[src/rtl/multibyte_add_sequencer_if.sv]
// Operand and result handshake bundle for the serial multi-byte adder.
// The master issues operands and consumes results; the slave is the adder.
interface multibyte_add_sequencer_if #(
  parameter int NBYTES = 4
);
  localparam int W = 8 * NBYTES;

  logic         in_valid;
  logic         in_ready;
  logic [W-1:0] a;
  logic [W-1:0] b;
  logic         sub;
  logic         out_valid;
  logic         out_ready;
  logic [W-1:0] sum;
  logic         c_out;
  logic         ovf;

  modport master (
    output in_valid, a, b, sub, out_ready,
    input  in_ready, out_valid, sum, c_out, ovf
  );

  modport slave (
    input  in_valid, a, b, sub, out_ready,
    output in_ready, out_valid, sum, c_out, ovf
  );
endinterface

[src/rtl/multibyte_add_sequencer.sv]
// Serial multi-precision add/subtract: one 8-bit slice reused per clock,
// with the inter-byte carry held in a flop between passes.
module multibyte_add_sequencer #(
  parameter int NBYTES = 4
) (
  input  logic                         clk,
  input  logic                         rst_n,
  multibyte_add_sequencer_if.slave     bus,
  output logic                         busy
);
  localparam int CW = (NBYTES > 1) ? $clog2(NBYTES) : 1;

  typedef enum logic [1:0] {IDLE, RUN, DONE} state_t;

  state_t                  state_reg;
  logic [NBYTES-1:0][7:0]  a_reg;
  logic [NBYTES-1:0][7:0]  b_reg;
  logic [NBYTES-1:0][7:0]  sum_reg;
  logic [CW-1:0]           count_reg;
  logic                    carry_reg;
  logic                    c_out_reg;
  logic                    ovf_reg;

  logic [7:0]              a_byte;
  logic [7:0]              b_byte;
  logic [8:0]              slice;
  logic                    carry_into_msb;
  logic                    last_byte;

  // Byte select written as a compare-mux so every NBYTES (including 1) is width-clean.
  always_comb begin
    a_byte = 8'd0;
    b_byte = 8'd0;
    for (int i = 0; i < NBYTES; i++) begin
      if (count_reg == CW'(i)) begin
        a_byte = a_reg[i];
        b_byte = b_reg[i];
      end
    end
    slice          = {1'b0, a_byte} + {1'b0, b_byte} + {8'd0, carry_reg};
    carry_into_msb = a_byte[7] ^ b_byte[7] ^ slice[7];
    last_byte      = (count_reg == CW'(NBYTES - 1));
  end

  always_ff @(posedge clk or negedge rst_n) begin
    if (!rst_n) begin
      state_reg <= IDLE;
      a_reg     <= '0;
      b_reg     <= '0;
      sum_reg   <= '0;
      count_reg <= '0;
      carry_reg <= 1'b0;
      c_out_reg <= 1'b0;
      ovf_reg   <= 1'b0;
    end else begin
      case (state_reg)
        IDLE: begin
          if (bus.in_valid) begin
            // Subtract is A + ~B + 1: invert B here and seed the carry with 1.
            a_reg     <= bus.a;
            b_reg     <= bus.sub ? ~bus.b : bus.b;
            count_reg <= '0;
            carry_reg <= bus.sub;
            state_reg <= RUN;
          end
        end
        RUN: begin
          for (int i = 0; i < NBYTES; i++) begin
            if (count_reg == CW'(i)) begin
              sum_reg[i] <= slice[7:0];
            end
          end
          carry_reg <= slice[8];
          if (last_byte) begin
            c_out_reg <= slice[8];
            ovf_reg   <= carry_into_msb ^ slice[8];
            state_reg <= DONE;
          end else begin
            count_reg <= count_reg + CW'(1);
          end
        end
        DONE: begin
          if (bus.out_ready) begin
            state_reg <= IDLE;
          end
        end
        default: state_reg <= IDLE;
      endcase
    end
  end

  assign bus.in_ready  = (state_reg == IDLE);
  assign bus.out_valid = (state_reg == DONE);
  assign bus.sum       = sum_reg;
  assign bus.c_out     = c_out_reg;
  assign bus.ovf       = ovf_reg;
  assign busy          = (state_reg != IDLE);
endmodule

[src/flat_wrapper.sv]
// flat-port wrapper written by rule: the top's interface ports become plain ports
module multibyte_add_sequencer_flat 
#(
  parameter int NBYTES = 4
)
  (clk, rst_n, busy, bus_in_valid, bus_a, bus_b, bus_sub, bus_out_ready, bus_in_ready, bus_out_valid, bus_sum, bus_c_out, bus_ovf);
  multibyte_add_sequencer_if #(.NBYTES(NBYTES)) bus_i ();
  input  logic clk;
  input  logic rst_n;
  output logic busy;
  input wire logic [$bits(bus_i.in_valid)-1:0] bus_in_valid;
  input wire logic [$bits(bus_i.a)-1:0] bus_a;
  input wire logic [$bits(bus_i.b)-1:0] bus_b;
  input wire logic [$bits(bus_i.sub)-1:0] bus_sub;
  input wire logic [$bits(bus_i.out_ready)-1:0] bus_out_ready;
  output wire logic [$bits(bus_i.in_ready)-1:0] bus_in_ready;
  output wire logic [$bits(bus_i.out_valid)-1:0] bus_out_valid;
  output wire logic [$bits(bus_i.sum)-1:0] bus_sum;
  output wire logic [$bits(bus_i.c_out)-1:0] bus_c_out;
  output wire logic [$bits(bus_i.ovf)-1:0] bus_ovf;
  assign bus_i.in_valid = bus_in_valid;
  assign bus_i.a = bus_a;
  assign bus_i.b = bus_b;
  assign bus_i.sub = bus_sub;
  assign bus_i.out_ready = bus_out_ready;
  assign bus_in_ready = bus_i.in_ready;
  assign bus_out_valid = bus_i.out_valid;
  assign bus_sum = bus_i.sum;
  assign bus_c_out = bus_i.c_out;
  assign bus_ovf = bus_i.ovf;
  multibyte_add_sequencer #(.NBYTES(NBYTES)) u_core (.clk(clk), .rst_n(rst_n), .bus(bus_i), .busy(busy));
endmodule
[config.mk]
export PLATFORM = sky130hd
export DESIGN_NAME = multibyte_add_sequencer_flat
export DESIGN_NICKNAME = d
export VERILOG_FILES = /design/src/rtl/multibyte_add_sequencer_if.sv /design/src/rtl/multibyte_add_sequencer.sv /design/src/flat_wrapper.sv
export SDC_FILE = /design/constraint.sdc
export NUM_CORES = 1
export LEC_CHECK = 0
export CORE_UTILIZATION = 35
export CTS_CLUSTER_SIZE = 24
export DETAILED_ROUTE_END_ITERATION = 10
export PLACE_DENSITY = 0.64
export SYNTH_ARGS = -nofsm -noshare
export SYNTH_HDL_FRONTEND = slang
export SYNTH_SLANG_ARGS = --single-unit
export TNS_END_PERCENT = 20
[constraint.sdc]
create_clock -name clk -period 3.6 [get_ports clk]
set_clock_uncertainty 0.05 [all_clocks]
set_input_delay 0.36 -clock clk [delete_from_list [all_inputs] [get_ports clk]]
set_output_delay 0.36 -clock clk [all_outputs]
set_load 0.02 [all_outputs]
==> key figures <==
Synth
  • Share of Yosys cell area claimed by the top area cell type: 0.507
  • Number of synthesized flops with an enable pin: 0
  • Yosys reg bits: 103
  • Synth Net Count: 559
  • Sequential fraction of the synthesis area: 0.507
  • Synth Flop Type: dfrtp_1
  • Top-count cell post-synth: dfrtp_1
  • Most area-hungry cell type in the Yosys netlist: dfrtp_1
  • Post-Syn Area: 5080 µm²
  • Post-Syn Instances: 477
  • Yosys cell types: 44
  • Synth async-reset ratio: 1.00
  • Top post-synthesis cells by count: dfrtp_1 (103), a21oi_1 (53), nand2_1 (53)
  • Warnings from Yosys: 0
  • Syn avg cell area: 10.6 µm²
  • Top post-synthesis cells by area: dfrtp_1 (51%), mux2_4 (9.5%), xnor2_1 (5.9%)

Min path
  • Worst hold path type: input pin to asynchronous set/reset pin

Global route
  • Total grt overflow: 0
  • Largest net degree at the start of global routing: 89
  • Gr usage total: 0.160
  • First-pass GRT wire length: 18,400 µm
  • GRT met1 Usage: 0.229
  • GR Util met3: 0.0265
  • Antenna violations before repair: 0
  • Vias in the first global route: 3,644
  • Global routing met2 resource utilization: 0.246
  • Top Usage Layer GRT: met2

Place
  • DP Wirelength: 8290 µm
  • DP Worst Slack: 0.166 ns
  • Port bufs: 105
  • GP Congestion: 0.769
  • DP Area: 6210 µm²

Flow run
  • Max cap viols: 0

Finish
  • Final Cell Area: 6550 µm²
  • Antenna Cells: 0
  • Layout cells sized above 1: 0.113
  • Area grow syn2layout: 28.9%
  • Nets: 653

Worst setup path
  • Kind of end point of the critical path: register
  • Kind of critical path: register to register
  • CP startpoint kind: register
  • Critical Path AT: 3.46 ns
  • Worst Path Required: 3.75 ns
  • Worst-path fanout max: 8

Power
  • Max IR drop VDD: 455 µV
  • P_leak: 2.76 nW
  • Pwr dens: 1050 nW/µm²
  • Power, Total: 6.88 mW

Die
  • Cell Rows: 43
  • Core area: 14,000 µm²
  • DIE AREA: 15,000 µm²
  • Starting density of the core: 0.362
  • Vert. Die Dim: 122 µm
  • Die Span X: 122 µm
  • Num ports: 106

Timing
  • Worst Tran Pin Value: 1.11 ns
  • Final WS setup: 0.290 ns
  • Setup violations, final: 0
  • Max_slew headroom: 0.263
  • Fmax: 302 MHz
  • Slew Limit Fails: 0
  • Final Hold Viols: 0
  • Min Clock Period, post-route: 3.31 ns
  • Final Cycle Share: 0.919

Route
  • Detailed Route WL: 11,300 µm
  • Initial drt markers: 224
  • Vias: 3,632
  • Drt drc: 0
  • Pre-antenna DRT Iters: 4
  • DR vias/cell: 4.80
  • ANT nets after route: 0
  • Wire per inst: 14.9 µm

Clocking
  • Post-CTS Setup Bufs: 0
  • Maximum root-to-sink buffer count: 2
  • CTS tree: built
  • Clock-pin slew on the worst setup and hold paths: 0.07 ns
  • H-tree depth: 3
  • CTS buffer count: 9
  • Num Clock Sinks: 103
  • Clk root buf: clkbuf_16
  • Worst-Skew Late Latency: 0.34 ns

Status
  • Outcome: completed
## timing repair
action / CTS / global route
setup endpoints to repair: 0 / 6
resized for setup: 0 / 4
hold buffers: 0 / 0
## metal layers
metal	share of wire	routed length, µm
met1	0.49	5500
met2	0.44	4930
met3	0.059	667
met4	0.014	158
met5	0	0
## cell usage in the layout, fill, tap and decap left out, drive strengths merged, types with 4 or more instances in the layout
master and count:
ha 11, inv 9, nor2b 4, nor2 51
mux2 34, clkdlybuf4s50 103, xnor2 35, nand2b 4
dfrtp 103, buf 10, xor2 4, nand2 53
a21oi 53, clkbuf 11, a22oi 12, o21ai 47
## stage by stage
step	util	setup TNS, ns	hold slack [ns]	std cells
2_1_floorplan	-	0	0.0144	477
3_3_place_gp	0.442	0	0.416	740
3_5_place_dp	0.442	0	0.424	740
6_report	0.466	0	0.173	756
4_1_cts	0.465	0	0.225	756
5_1_grt	0.466	-0.0837	0.267	756
## cells by family (layout without fill, tap and decap cells)
logic type / Yosys count / in the layout / synth area share
muxes: 35 / 35 / 0.101
adders and majority gates: 13 / 13 / 0.0350
AOI/OAI and AO/OA: 128 / 128 / 0.142
and+or+nand+nor: 121 / 121 / 0.0990
DFF: 103 / 103 / 0.507
xor gates and xnor gates: 39 / 39 / 0.0687
buffers and inverters: 38 / 137 / 0.0468
## path summary, 6_finish.rpt
| kind | start | endpoint | slack [ns] | cells after the start |
|---|---|---|---|---|
| max reg2reg | u_core.count_reg[0] | u_core.bus.sum[22] | 0.29 | 12 |
| min reg2reg | u_core.bus.sum[29] | u_core.bus.sum[29] | 0.43 | 2 |
| min in group clk | u_core.bus.sum[29] | u_core.bus.sum[29] | 0.43 | 2 |
| max | u_core.count_reg[0] | u_core.bus.sum[22] | 0.29 | 12 |
| max in group asynchronous | rst_n | u_core.b_reg[10] | 2.48 | 2 |
| min | rst_n | u_core.a_reg[25] | 0.17 | 1 |
## worst max-delay path: stages, from the launching register on
cell and delay [ns]:
dfrtp_1 0.45, inv_1 0.12, ha_1 0.31, nor2b_1 0.17
nor3_1 0.19, a21oi_1 0.09, fa_1 0.47, fa_1 0.42
nand2b_1 0.21, a21oi_2 0.19, a31oi_1 0.12, xor2_1 0.26
o21ai_0 0.13
## power breakdown
part / total (mW) / internal [mW] / switching, mW
Clock: 1.03 / 0.612 / 0.421
Combinational: 3.75 / 1.67 / 2.08
Sequential: 2.09 / 1.74 / 0.355
Total: 6.88 / 4.02 / 2.86
## area by class of cell
class / count / area, µm²
Clock inverter: 5 / 81.3
Timing Repair Buffer: 113 / 1120
Multi-Input combinational cell: 336 / 2280
Clock buffer: 11 / 233
Tap cell: 180 / 225
Fill cell: 1307 / 7490
Inverter: 8 / 30.0
Sequential cell: 103 / 2580
Power figures use the tool's default switching activity.
